**src/rtl/mdu_pkg.sv**
```systemverilog
// mdu_pkg: shared constants and types for the iterative RV32M multiply/divide unit.
// Holds the funct3 operation codes, the FSM state type and the special-case result words.
package mdu_pkg;

    localparam int MD_XLEN = 32;

    localparam logic [2:0] MD_MUL    = 3'b000;
    localparam logic [2:0] MD_MULH   = 3'b001;
    localparam logic [2:0] MD_MULHSU = 3'b010;
    localparam logic [2:0] MD_MULHU  = 3'b011;
    localparam logic [2:0] MD_DIV    = 3'b100;
    localparam logic [2:0] MD_DIVU   = 3'b101;
    localparam logic [2:0] MD_REM    = 3'b110;
    localparam logic [2:0] MD_REMU   = 3'b111;

    typedef enum logic [1:0] {
        IDLE = 2'd0,
        CALC = 2'd1,
        FIN  = 2'd2
    } state_e;

    localparam logic [31:0] MD_ALL_ONES = 32'hFFFF_FFFF;
    localparam logic [31:0] MD_MIN_NEG  = 32'h8000_0000;

endpackage

```
**src/rtl/mdu_iter.sv**
```systemverilog
// mdu_iter: iterative RV32M multiply/divide unit, 34 cycles per operation.
// In:  CLK, RST_n, ReadData1 (rs1), ReadData2 (rs2), MDOp (funct3), Start.
// Out: Busy (op in flight), Done (1-cycle pulse), Result (registered), zero (Result==0).
module mdu_iter
    import mdu_pkg::*;
#(
    parameter int XLEN = MD_XLEN
) (
    input  logic            CLK,
    input  logic            RST_n,
    input  logic [XLEN-1:0] ReadData1,
    input  logic [XLEN-1:0] ReadData2,
    input  logic [2:0]      MDOp,
    input  logic            Start,
    output logic            Busy,
    output logic            Done,
    output logic [XLEN-1:0] Result,
    output logic            zero
);

    state_e              state_q, state_d;
    logic [2:0]          op_q, op_d;
    logic [2*XLEN-1:0]   acc_q, acc_d;
    logic [XLEN-1:0]     opb_q, opb_d;
    logic [4:0]          cnt_q, cnt_d;
    logic                neg_q, neg_d;
    logic                rneg_q, rneg_d;
    logic                dz_q, dz_d;
    logic                ovf_q, ovf_d;
    logic [XLEN-1:0]     result_q, result_d;
    logic                zero_q, zero_d;
    logic                done_q, done_d;

    // operand decode (used only when a Start is accepted)
    logic            a_sgn, b_sgn;
    logic            a_neg, b_neg;
    logic [XLEN-1:0] a_mag, b_mag;

    // iteration and finish datapath
    logic [XLEN:0]     mul_sum;
    logic [XLEN+1:0]   div_diff;
    logic [2*XLEN-1:0] prod;
    logic [XLEN-1:0]   quot, rem, res;

    always_comb begin
        a_sgn = 1'b0;
        b_sgn = 1'b0;
        unique case (MDOp)
            MD_MULH, MD_DIV, MD_REM: begin
                a_sgn = 1'b1;
                b_sgn = 1'b1;
            end
            MD_MULHSU: a_sgn = 1'b1;
            default: ;
        endcase
        a_neg = a_sgn & ReadData1[XLEN-1];
        b_neg = b_sgn & ReadData2[XLEN-1];
        a_mag = a_neg ? ('0 - ReadData1) : ReadData1;
        b_mag = b_neg ? ('0 - ReadData2) : ReadData2;
    end

    always_comb begin
        // shift-add: acc = {partial, multiplier}, add multiplicand on LSB
        mul_sum = {1'b0, acc_q[2*XLEN-1:XLEN]}
                + (acc_q[0] ? {1'b0, opb_q} : '0);
        // restoring step on the 33-bit shifted remainder
        div_diff = {1'b0, acc_q[2*XLEN-1:XLEN-1]} - {2'b00, opb_q};

        prod = neg_q ? ('0 - acc_q) : acc_q;
        quot = neg_q ? ('0 - acc_q[XLEN-1:0]) : acc_q[XLEN-1:0];
        rem  = rneg_q ? ('0 - acc_q[2*XLEN-1:XLEN])
                      : acc_q[2*XLEN-1:XLEN];

        res = '0;
        unique case (op_q)
            MD_MUL:                       res = prod[XLEN-1:0];
            MD_MULH, MD_MULHSU, MD_MULHU: res = prod[2*XLEN-1:XLEN];
            MD_DIV, MD_DIVU:              res = quot;
            MD_REM, MD_REMU:              res = rem;
            default:                      res = '0;
        endcase
        // x/0 leaves rem = |A| with the dividend sign, i.e. A itself,
        // so only the quotient needs forcing.
        if ((op_q == MD_DIV || op_q == MD_DIVU) && dz_q)
            res = MD_ALL_ONES;
        if (op_q == MD_DIV && ovf_q)
            res = MD_MIN_NEG;
        if (op_q == MD_REM && ovf_q)
            res = '0;
    end

    always_comb begin
        state_d  = state_q;
        op_d     = op_q;
        acc_d    = acc_q;
        opb_d    = opb_q;
        cnt_d    = cnt_q;
        neg_d    = neg_q;
        rneg_d   = rneg_q;
        dz_d     = dz_q;
        ovf_d    = ovf_q;
        result_d = result_q;
        zero_d   = zero_q;
        done_d   = 1'b0;

        unique case (state_q)
            IDLE: begin
                if (Start) begin
                    op_d   = MDOp;
                    neg_d  = a_neg ^ b_neg;
                    rneg_d = a_neg;
                    dz_d   = (ReadData2 == '0);
                    ovf_d  = (MDOp == MD_DIV || MDOp == MD_REM)
                           && ReadData1 == MD_MIN_NEG
                           && ReadData2 == MD_ALL_ONES;
                    if (MDOp[2]) begin
                        acc_d = {{XLEN{1'b0}}, a_mag};
                        opb_d = b_mag;
                    end else begin
                        acc_d = {{XLEN{1'b0}}, b_mag};
                        opb_d = a_mag;
                    end
                    cnt_d   = 5'd31;
                    state_d = CALC;
                end
            end
            CALC: begin
                if (op_q[2]) begin
                    if (!div_diff[XLEN+1])
                        acc_d = {div_diff[XLEN-1:0],
                                 acc_q[XLEN-2:0], 1'b1};
                    else
                        acc_d = {acc_q[2*XLEN-2:0], 1'b0};
                end else begin
                    acc_d = {mul_sum, acc_q[XLEN-1:1]};
                end
                cnt_d = cnt_q - 5'd1;
                if (cnt_q == 5'd0)
                    state_d = FIN;
            end
            FIN: begin
                result_d = res;
                zero_d   = (res == '0);
                done_d   = 1'b1;
                state_d  = IDLE;
            end
            default: state_d = IDLE;
        endcase
    end

    always_ff @(posedge CLK or negedge RST_n) begin
        if (!RST_n) begin
            state_q  <= IDLE;
            op_q     <= '0;
            acc_q    <= '0;
            opb_q    <= '0;
            cnt_q    <= '0;
            neg_q    <= 1'b0;
            rneg_q   <= 1'b0;
            dz_q     <= 1'b0;
            ovf_q    <= 1'b0;
            result_q <= '0;
            zero_q   <= 1'b1;
            done_q   <= 1'b0;
        end else begin
            state_q  <= state_d;
            op_q     <= op_d;
            acc_q    <= acc_d;
            opb_q    <= opb_d;
            cnt_q    <= cnt_d;
            neg_q    <= neg_d;
            rneg_q   <= rneg_d;
            dz_q     <= dz_d;
            ovf_q    <= ovf_d;
            result_q <= result_d;
            zero_q   <= zero_d;
            done_q   <= done_d;
        end
    end

    assign Busy   = (state_q != IDLE);
    assign Done   = done_q;
    assign Result = result_q;
    assign zero   = zero_q;

endmodule
```
**config.mk**
```make
export PLATFORM = sky130hd
export DESIGN_NAME = mdu_iter
export DESIGN_NICKNAME = d
export VERILOG_FILES = /design/src/rtl/mdu_pkg.sv /design/src/rtl/mdu_iter.sv
export SDC_FILE = /design/constraint.sdc
export NUM_CORES = 1
export LEC_CHECK = 0
export CAP_MARGIN = 25
export CORE_MARGIN = 2
export CORE_UTILIZATION = 36
export CTS_BUF_LIST = sky130_fd_sc_hd__clkbuf_2
export CTS_CLUSTER_SIZE = 40
export DETAILED_ROUTE_END_ITERATION = 8
export PLACE_DENSITY = 0.55
export SLEW_MARGIN = 0
export SYNTH_ARGS = -nofsm -noshare
export SYNTH_HDL_FRONTEND = slang
export SYNTH_SLANG_ARGS = --single-unit
```
**constraint.sdc**
```tcl
create_clock -name CLK -period 5.1 [get_ports CLK]
set_input_delay 0.51 -clock CLK [delete_from_list [all_inputs] [get_ports CLK]]
set_output_delay 0.51 -clock CLK [all_outputs]
set_load 0.01 [all_outputs]
```
==> qor.csv <==
metric,value,unit
cts_made_buffers,17,
hold_depth,3,
hold_viol,0,
numPortBuffers,104,
max-vdd-ir-drop,0.3102,mV
synth_edf_count,0,
slew_violations,0,
synth_most_common_cell,nor2_1,
synth.area.mux_share,4.568,%
drive_gt1_share,6.834,%
reg2reg_from,acc_q[0],
p_leak,0.006613,uW
relSlewSlack,32.34,%
route.detailed.drc,0,
cp-start-kind,flop,
coreArea,40740,um2
min_period,4.477,ns
ys.flop_type,dfrtp_1,
hold_path.class,in -> reg,
synth-adder-area-share,6.254,%
place_congestion,0.9927,
wl_per_cell,22.57,um
clockRootBuffer,clkbuf_2,
fmax,223.4,MHz
grt_max_degree,80,
fp.dieW,207.1,um
areaGrowthSynthToFinish,12.23,%
total_power,12330,uW
post-route-period-util,87.78,%
overflow,0,
synth_xor_area_share,10.09,%
dr.pass1.iters,8,
synth_seq_cells,144,
vias,15250,
routed_wl,56.95,mm
fillers,4271,
cts_sinks,144,
final_antenna_net_count,0,
synth-simple-area-share,20.51,%
num_rows,74,
grt_antenna_before_repair,1,
start_util,36.44,%
r2r_end,zero,
die_y,207.1,um
yosysSeqAreaShare,24.28,%
vias_per_cell,6.043,
clkTransAtPathRegs,0.28,ns
yosysUniqueCellTypes,80,
synth_nets,2096,
worst_skew_pair.late_latency,0.88,ns
critPathMaxFanout,15,
cap_viol_max_count,0,
grt_first_pass_wirelength,87.29,mm
cts_tree,yes,
grt_pass1_vias,14310,
die-area,42880,um2
async_flop_share,100.0,%
synth_top_family_by_area,compound AO/OA/AOI/OAI gates,
htreeDepth,4,
yosysWarnings,0,
synth_top_area_cell,dfrtp_1,
setup_viol,0,
fin_nets,2120,
r2r.worst_path.cells,10,
syn_inst,1953,
globalRouteTotalUtil,26.09,%
rsz0062_at_grt,no,
yosys-top-cells-area,"dfrtp_1, ha_1, xnor2_1, nor2_1, o21ai_0",
rrSetupSlack,0.62,ns
dp_hpwl,43.75,mm
status,"complete, no violations",
io-pin-count,105,
min_to,op_q[2],
synth_common_cells,"nor2_1, nand2_1, o21ai_0",
fin_skew,0.05644,ns
synth_area_per_cell,7.601,um2
crit_arrival,5.25,ns
synth_compound_area_share,28.94,%
worstSetupEndpointType,flop,
power_density,740.0,nW/um2
synth_top_cell_area_share,24.10,%
tightest_slew,1.012,ns
first_iter_violations,1502,
cts_buffer_depth,2,
hold_start,MDOp[2],
crit_type,reg -> reg,
setup_tns,0,ns
synthesis.area,14850,um2
required,5.88,ns
==> cells by family (layout without fill, tap and decap cells) <==
group,after synthesis,in the layout
compound gates,648,648
xor+xnor,171,171
fa+ha+maj,73,73
buf+inv,209,246
flops,144,144
mux,66,66
other cells,0,1
simple gates,642,642
==> per-layer routing <==
| metal | track usage (%) | routed length, um | up-vias |
|---|---|---|---|
| met2 | 39.38 | 24570 | 645 |
| met5 | 0 | 0 | - |
| met3 | 5.170 | 4322 | 120 |
| li1 | - | - | 7240 |
| met1 | 36.51 | 25990 | 7241 |
| met4 | 10.27 | 2068 | 0 |
==> where the power goes <==
| group | internal, uW | leakage, uW | switching [uW] |
|---|---|---|---|
| Sequential | 1620 | 0.00166 | 855 |
| Clock | 194 | 0.000134 | 536 |
| Combinational | 3630 | 0.00482 | 5490 |
| Total | 5440 | 0.00661 | 6890 |
==> area by class of cell <==
cell class	instances	area, um2	share of cell area, %
clock inverter	15	148.9	0.8937
timing repair buffer	155	1455	8.734
multi-input combinational	1600	10480	62.88
clock buffer	17	85.08	0.5107
tap	532	665.6	3.995
sequential	144	3606	21.64
inverter	59	221.5	1.329
antenna	1	2.502	0.01502
==> registers in the layout, indices dropped and copies added (netlist names) <==
name	flops
acc_q	64
Result	32
opb_q	32
cnt_q	5
op_q	3
state_q	2
Done	1
dz_q	1
neg_q	1
ovf_q	1
rneg_q	1
zero	1
==> worst max-delay path, stage by stage, from the launching register on <==
cell and delay [ns]:
dfrtp_1 0.54, or4_4 0.57, or4_1 0.70, or3_1 0.73, o21ai_0 0.31, xnor2_1 0.14, a21boi_0 0.14, or4b_1 0.54
nor4_1 0.29, o2111ai_1 0.15, o31ai_1 0.28
==> per-stage QoR <==
step                cells  worst slack (ns)  utilization, %  hold WS [ns]  area (um2)
global route         2523            0.3013           40.90       0.09087       16660
detailed placement   2487            0.7389           40.22        0.4690       16390
CTS                  2520            0.6524           40.82       0.05323       16630
floorplan            1953             1.166               -        0.2144       14850
global placement     2486            0.7358           40.19        0.4617       16370
finish               2523            0.6235           40.90        0.1346       16660
==> how the worst max path moves through the flow <==
stage	from	endpoint	slack [ns]	cells after the start
after detailed placement	acc_q[0]	zero	0.74	10
after CTS	acc_q[0]	zero	0.65	10
after global routing	acc_q[40]	zero	0.30	11
after floorplan	acc_q[0]	zero	1.17	14
after global placement	acc_q[0]	zero	0.74	10
final	acc_q[0]	zero	0.62	10
==> repair_timing <==
item | CTS | global route
hold buffers | 1 | 0
endpoints found under the hold margin | 70 | 0
buffers inserted | 0 | 0
endpoints found under the setup margin | 0 | 0
resized for setup | 0 | 0
==> cells in the final DEF, fill, tap and decap left out, drive strengths merged, types with 28 or more instances in the layout <==
master | Yosys | routed
a211oi | 77 | 77
a21o | 29 | 29
a21oi | 143 | 143
buf | 24 | 51
clkdlybuf4s50 | 0 | 102
dfrtp | 143 | 143
ha | 71 | 71
inv | 58 | 66
mux2i | 52 | 52
nand2 | 187 | 187
nor2 | 196 | 196
nor3 | 48 | 48
nor4 | 28 | 28
o21ai | 150 | 150
o31ai | 42 | 42
xnor2 | 88 | 88
xor2 | 83 | 83
Note: power is estimated with default switching activity, not from simulation.
